**src/rtl/i2c_master_ctrl.sv**
```systemverilog
// Single-master I2C controller: one START/addr/ack/byte/ack/STOP transfer per request.
// SCL and SDA are open-drain enables; SCL comes from a quarter-period divider.
module i2c_master_ctrl #(
  parameter int CLK_DIV = 250
) (
  input  logic       clk,
  input  logic       rst_n,
  input  logic       req,
  input  logic [6:0] req_addr,
  input  logic       req_rw,
  input  logic [7:0] req_wdata,
  input  logic       sda_in,
  output logic       busy,
  output logic       done,
  output logic       nack,
  output logic [7:0] rdata,
  output logic       scl_oe,
  output logic       sda_oe
);

  localparam int DW = (CLK_DIV > 1) ? $clog2(CLK_DIV) : 1;

  typedef enum logic [3:0] {
    IDLE, START, ADDR, AACK, WDATA, WACK, RDATA, MACK, STOP
  } state_t;

  state_t        state, state_n;
  logic [DW-1:0] div_cnt, div_n;
  logic [1:0]    qtr, qtr_n;
  logic [2:0]    bit_cnt, bit_n;
  logic [7:0]    addr_byte, wdata_q, rx_shift;
  logic          rw_q;
  logic          scl_n, sda_n;

  logic tick_q, samp, slot_end;
  assign tick_q   = (div_cnt == DW'(CLK_DIV - 1));
  assign samp     = tick_q && (qtr == 2'd2);
  assign slot_end = tick_q && (qtr == 2'd3);

  // Next-state and counters; outputs are derived from the next state so the
  // registered pad enables line up exactly with the quarter they belong to.
  always_comb begin
    state_n = state;
    div_n   = div_cnt;
    qtr_n   = qtr;
    bit_n   = bit_cnt;
    if (state == IDLE) begin
      div_n = '0;
      qtr_n = 2'd0;
      if (req) state_n = START;
    end else begin
      div_n = tick_q ? '0 : div_cnt + 1'b1;
      qtr_n = tick_q ? qtr + 2'd1 : qtr;
      if (slot_end) begin
        case (state)
          START: begin state_n = ADDR; bit_n = 3'd7; end
          ADDR:  if (bit_cnt == 3'd0) state_n = AACK; else bit_n = bit_cnt - 3'd1;
          AACK:  if (nack) state_n = STOP;
                 else begin state_n = rw_q ? RDATA : WDATA; bit_n = 3'd7; end
          WDATA: if (bit_cnt == 3'd0) state_n = WACK; else bit_n = bit_cnt - 3'd1;
          WACK:  state_n = STOP;
          RDATA: if (bit_cnt == 3'd0) state_n = MACK; else bit_n = bit_cnt - 3'd1;
          MACK:  state_n = STOP;
          STOP:  state_n = IDLE;
          default: state_n = IDLE;
        endcase
      end
    end

    scl_n = 1'b0;
    sda_n = 1'b0;
    case (state_n)
      START: sda_n = qtr_n[1];
      ADDR:  begin scl_n = ~qtr_n[1]; sda_n = ~addr_byte[bit_n]; end
      WDATA: begin scl_n = ~qtr_n[1]; sda_n = ~wdata_q[bit_n]; end
      AACK, WACK, RDATA, MACK: scl_n = ~qtr_n[1];
      STOP:  begin scl_n = ~qtr_n[1]; sda_n = (qtr_n != 2'd3); end
      default: ;
    endcase
  end

  always_ff @(posedge clk) begin
    if (!rst_n) begin
      state     <= IDLE;
      div_cnt   <= '0;
      qtr       <= 2'd0;
      bit_cnt   <= 3'd0;
      addr_byte <= 8'h00;
      wdata_q   <= 8'h00;
      rw_q      <= 1'b0;
      rx_shift  <= 8'h00;
      busy      <= 1'b0;
      done      <= 1'b0;
      nack      <= 1'b0;
      rdata     <= 8'h00;
      scl_oe    <= 1'b0;
      sda_oe    <= 1'b0;
    end else begin
      state   <= state_n;
      div_cnt <= div_n;
      qtr     <= qtr_n;
      bit_cnt <= bit_n;
      scl_oe  <= scl_n;
      sda_oe  <= sda_n;
      done    <= (state == STOP) && slot_end;

      if (state == IDLE && req) begin
        addr_byte <= {req_addr, req_rw};
        wdata_q   <= req_wdata;
        rw_q      <= req_rw;
        nack      <= 1'b0;
        busy      <= 1'b1;
      end else if (state == STOP && slot_end) begin
        busy <= 1'b0;
      end

      if (samp) begin
        case (state)
          AACK, WACK: if (sda_in) nack <= 1'b1;
          RDATA:      rx_shift <= {rx_shift[6:0], sda_in};
          default: ;
        endcase
      end

      // Read data is published only once the byte has been fully clocked in.
      if (state == MACK && slot_end) rdata <= rx_shift;
    end
  end

endmodule

```
**config.mk**
```make
export PLATFORM = sky130hd
export DESIGN_NAME = i2c_master_ctrl
export DESIGN_NICKNAME = d
export VERILOG_FILES = /design/src/rtl/i2c_master_ctrl.sv
export SDC_FILE = /design/constraint.sdc
export NUM_CORES = 1
export LEC_CHECK = 0
export ABC_AREA = 1
export CORE_ASPECT_RATIO = 0.8
export CORE_MARGIN = 4
export CORE_UTILIZATION = 49
export DETAILED_ROUTE_END_ITERATION = 6
export PLACE_DENSITY = 0.85
export SYNTH_ARGS = -nofsm -noshare
export SYNTH_HDL_FRONTEND = slang
export SYNTH_SLANG_ARGS = --single-unit
```
**constraint.sdc**
```tcl
create_clock -name clk -period 1.6 [get_ports clk]
set_input_delay 0.48 -clock clk [delete_from_list [all_inputs] [get_ports clk]]
set_output_delay 0.48 -clock clk [all_outputs]
set_load 0.01 [all_outputs]
```
==> impl_results.md <==
- Status: complete, but fails checks
- Failing checks: setup timing
- Largest net degree at the start of global routing: 19
- Mapped Avg Cell Area: around 7 um2
- Slowest stage delay, CP: approximately 0.33 ns
- Crit path from: div_cnt[1]
- Leakage Power: between 1.5 and 2 nW
- CTS tree: built
- Worst Tran Pin Value: about 0.26 ns
- First-pass GRT wire length: ~11000 um
- Worst reg2reg path endpoint: sda_oe
- Top achievable clock speed: slightly above 500 MHz
- Final worst setup slack: -0.326 ns
- Min Tclk post-route: 1.93 ns
- Hold Violations, Final: 0
- Fin. max-slew vios: 0
- Total gr overflow: 0
- Area delta synth->final: 41.6%
- Commonest non-fill, non-tap cell in the layout: nor2_1
- Residual DRC: 0
- Std cell rows: 23
- Final Cycle Share: 120%
- YS warnings: 0
- Port bufs: 32
- Top sig layer: met4
- Vias post-DR: 2801
- Worst EP required: 1.83 ns
- Core area: roughly 5000 um2
- Antenna cells: 0
- Clock Path Buffers: 2
- Worst Skew: 0.0123 ns
- Metal3 WL: 485 um
- Worst-path fanout max: 7
- Die width: about 90 um
- Die area: between 6000 and 7000 um2
- Synth async-reset ratio: 0%
- Leading area contributor after synthesis: dfxtp_1
- Detail Route met2 WL: between 3000 and 4000 um
- Total Routing Usage GR: 21.8%
- Crit. path cell count: 15
- CTS root buf: clkbuf_8
- Cts bufs inserted: 5
- Placed inst area: ~3300 um2
- Clk pin slew, worst setup/hold paths: 0.10 ns
- Share of the synthesized area in the top cell type: 41.4%
- Total power: about 2.4 mW
- CTS H-tree lvls: 2
- Share of layout cells above drive strength 1: between 30% and 40%
- Sequential share of the synthesized area: 41.4%
- Starting Density: approximately half
- Vias in the first global route: 2543
- Synth Instances: 367
- R2R depth: 15
- TritonCTS Sinks: between 50 and 60
- CP endpoint kind: flop
- Gp weighted congestion: roughly 1.0
- Max VDD drop: between 400 and 500 uV
- FF+latch count, synth: 54
- Routed len/inst: 14.4 um
- 1st-pass router iterations: 5
- Buffers & Inverters on Critical Path: 2
- Synth area leaders: dfxtp_1, nand2_1, nand3_1
- Clock latency on the worst-skew pair: 0.32 ns
- Register-to-register setup slack: -0.33 ns
- RSZ-0062 raised after global routing: true
- Hold WS: between 0.4 and 0.5 ns
- Antenna violations before repair: 0
- Detailed Route Iter0 Violations: 292
- Max-Cap Viols: 0
- Slowest cell on the critical path: dfxtp_2
- Number of synthesized flops with an enable pin: 0
- Routed WL: roughly 7400 um
- Final setup TNS: -1.77 ns
- CP top delay family: simple AND/OR/NAND/NOR gates
- Wl on met1: around 3100 um
- Post-Layout Cell Count: approximately 520
- Worst Setup EP: sda_oe
- Die Span Y: roughly 73 um
- Crit start category: flop
- # setup viols final: 12
- DP Cell Count: 495
- Commonest non-fill, non-tap cells in the layout: nor2_1, nand2_1, buf_4, dfxtp_1, nand3_1
- Number of nets in the layout: ~480
- IO Pins: 33
- Design area: roughly 3700 um2
- Worst-path cell chain: inv_2 -> ha_4 -> nand2_4 -> nor2_4 -> nand3_4 -> nor2_4 -> nand2_4 -> nand2_4 -> nand2_1 -> nand3_1 -> nand3_2 -> nand3_2 -> nand3_2 -> nand2_1 -> inv_1
- Setup CP Type: flop to flop
- DR vias/cell: 5.44
- Max-slew headroom: 82.6%
- Power Density: around 660 nW/um2
- Number of distinct library cells after synthesis: 34
- Post-Syn Nets: approximately 390
- Hold/Removal Path Class: flop to flop
- CP arrival: ~2.2 ns
- Half-perimeter wire length after placement: between 4000 and 5000 um
- Main synth FF type: dfxtp_1
- Synthesized area: 2610 um2
- Routed Antenna Nets: 0
- R2R Path Start: div_cnt[1]
kinds of logic after synthesis:
| family | count (synthesis) | synth area share (%) |
|---|---|---|
| buf+inv | 41 | 6.09 |
| xor+xnor | 3 | 1.01 |
| fa+ha+maj | 6 | 2.87 |
| flops | 54 | 41.4 |
| simple gates | 212 | 37.8 |
| compound gates | 51 | 10.9 |
layout make-up:
type                       count  area [um2]
clock inverter                 3        23.8
sequential                    54        1090
timing repair buffer          86         724
tap                           62        77.6
inverter                      31         124
clock buffer                   5        68.8
multi-input combinational    274        1590
fill                         386        1400
where the power goes:
group | total (mW) | leakage, nW | switching [mW] | internal (mW)
Sequential | 1.40 | 0.442 | 0.0218 | 1.37
Clock | 0.793 | 0.0408 | 0.479 | 0.314
Combinational | 0.243 | 1.17 | 0.128 | 0.115
metrics by stage:
step | setup WS (ns) | utilization [%]
floorplan | -0.0461 | -
global placement | -0.169 | 65.2
detailed placement | -0.215 | 65.2
CTS | -0.211 | 69.5
global route | -0.419 | 72.6
finish | -0.326 | 72.6
layer usage:
layer / vias to the layer above / track usage, %
met5: - / 0
li1: 1365 / -
met4: 0 / 7.27
met2: 105 / 36.0
met1: 1316 / 28.2
met3: 15 / 4.82
how the worst min path moves through the flow:
| stage | to | from | slack (ns) | cells past startpoint |
|---|---|---|---|---|
| 2_1_floorplan | div_cnt[0] | div_cnt[0] | 0.44 | 1 |
| 3_3_place_gp | busy | busy | 0.45 | 2 |
| 3_5_place_dp | wdata_q[2] | wdata_q[2] | 0.46 | 2 |
| 4_1_cts | wdata_q[2] | wdata_q[2] | 0.47 | 2 |
| 5_1_grt | addr_byte[3] | addr_byte[3] | 0.48 | 2 |
| 6_report | busy | busy | 0.47 | 2 |
synthesized netlist by cell type, types with 2 or more instances:
cell type,count
nor2_1,63
clkbuf_1,4
nand2_1,69
ha_1,6
xor2_1,2
a21oi_1,21
nor2_4,3
o21ai_1,3
o21ai_0,21
nand2_4,3
nand2_2,6
buf_2,4
buf_1,2
nand3_4,2
inv_2,9
nand3_1,51
dfxtp_1,54
nor2_2,2
nor3_1,6
inv_1,22
flip-flops by register name, summed over array words and instances (netlist names), 2 cells and up:
name,cells
div_cnt,8
rdata,8
addr_byte,8
bit_cnt,3
qtr,2
state,4
wdata_q,8
rx_shift,8
repair_timing:
action                     in CTS  in global routing
setup buffers                   6                  4
hold buffers                    0                  0
gates cloned                    2                  0
pin swaps                      15                 18
setup endpoints to repair      27                 46
resized for setup              38                 40
worst reg2reg max path: stages (launching register included):
cell and delay (ns):
dfxtp_2 0.33, inv_2 0.06, ha_4 0.15, nand2_4 0.05, nor2_4 0.13, nand3_4 0.15, nor2_4 0.20, nand2_4 0.11
nand2_4 0.12, nand2_1 0.07, nand3_1 0.08, nand3_2 0.11, nand3_2 0.10, nand3_2 0.07, nand2_1 0.07, inv_1 0.04
No activity file was read; power rests on OpenSTA's default activity.
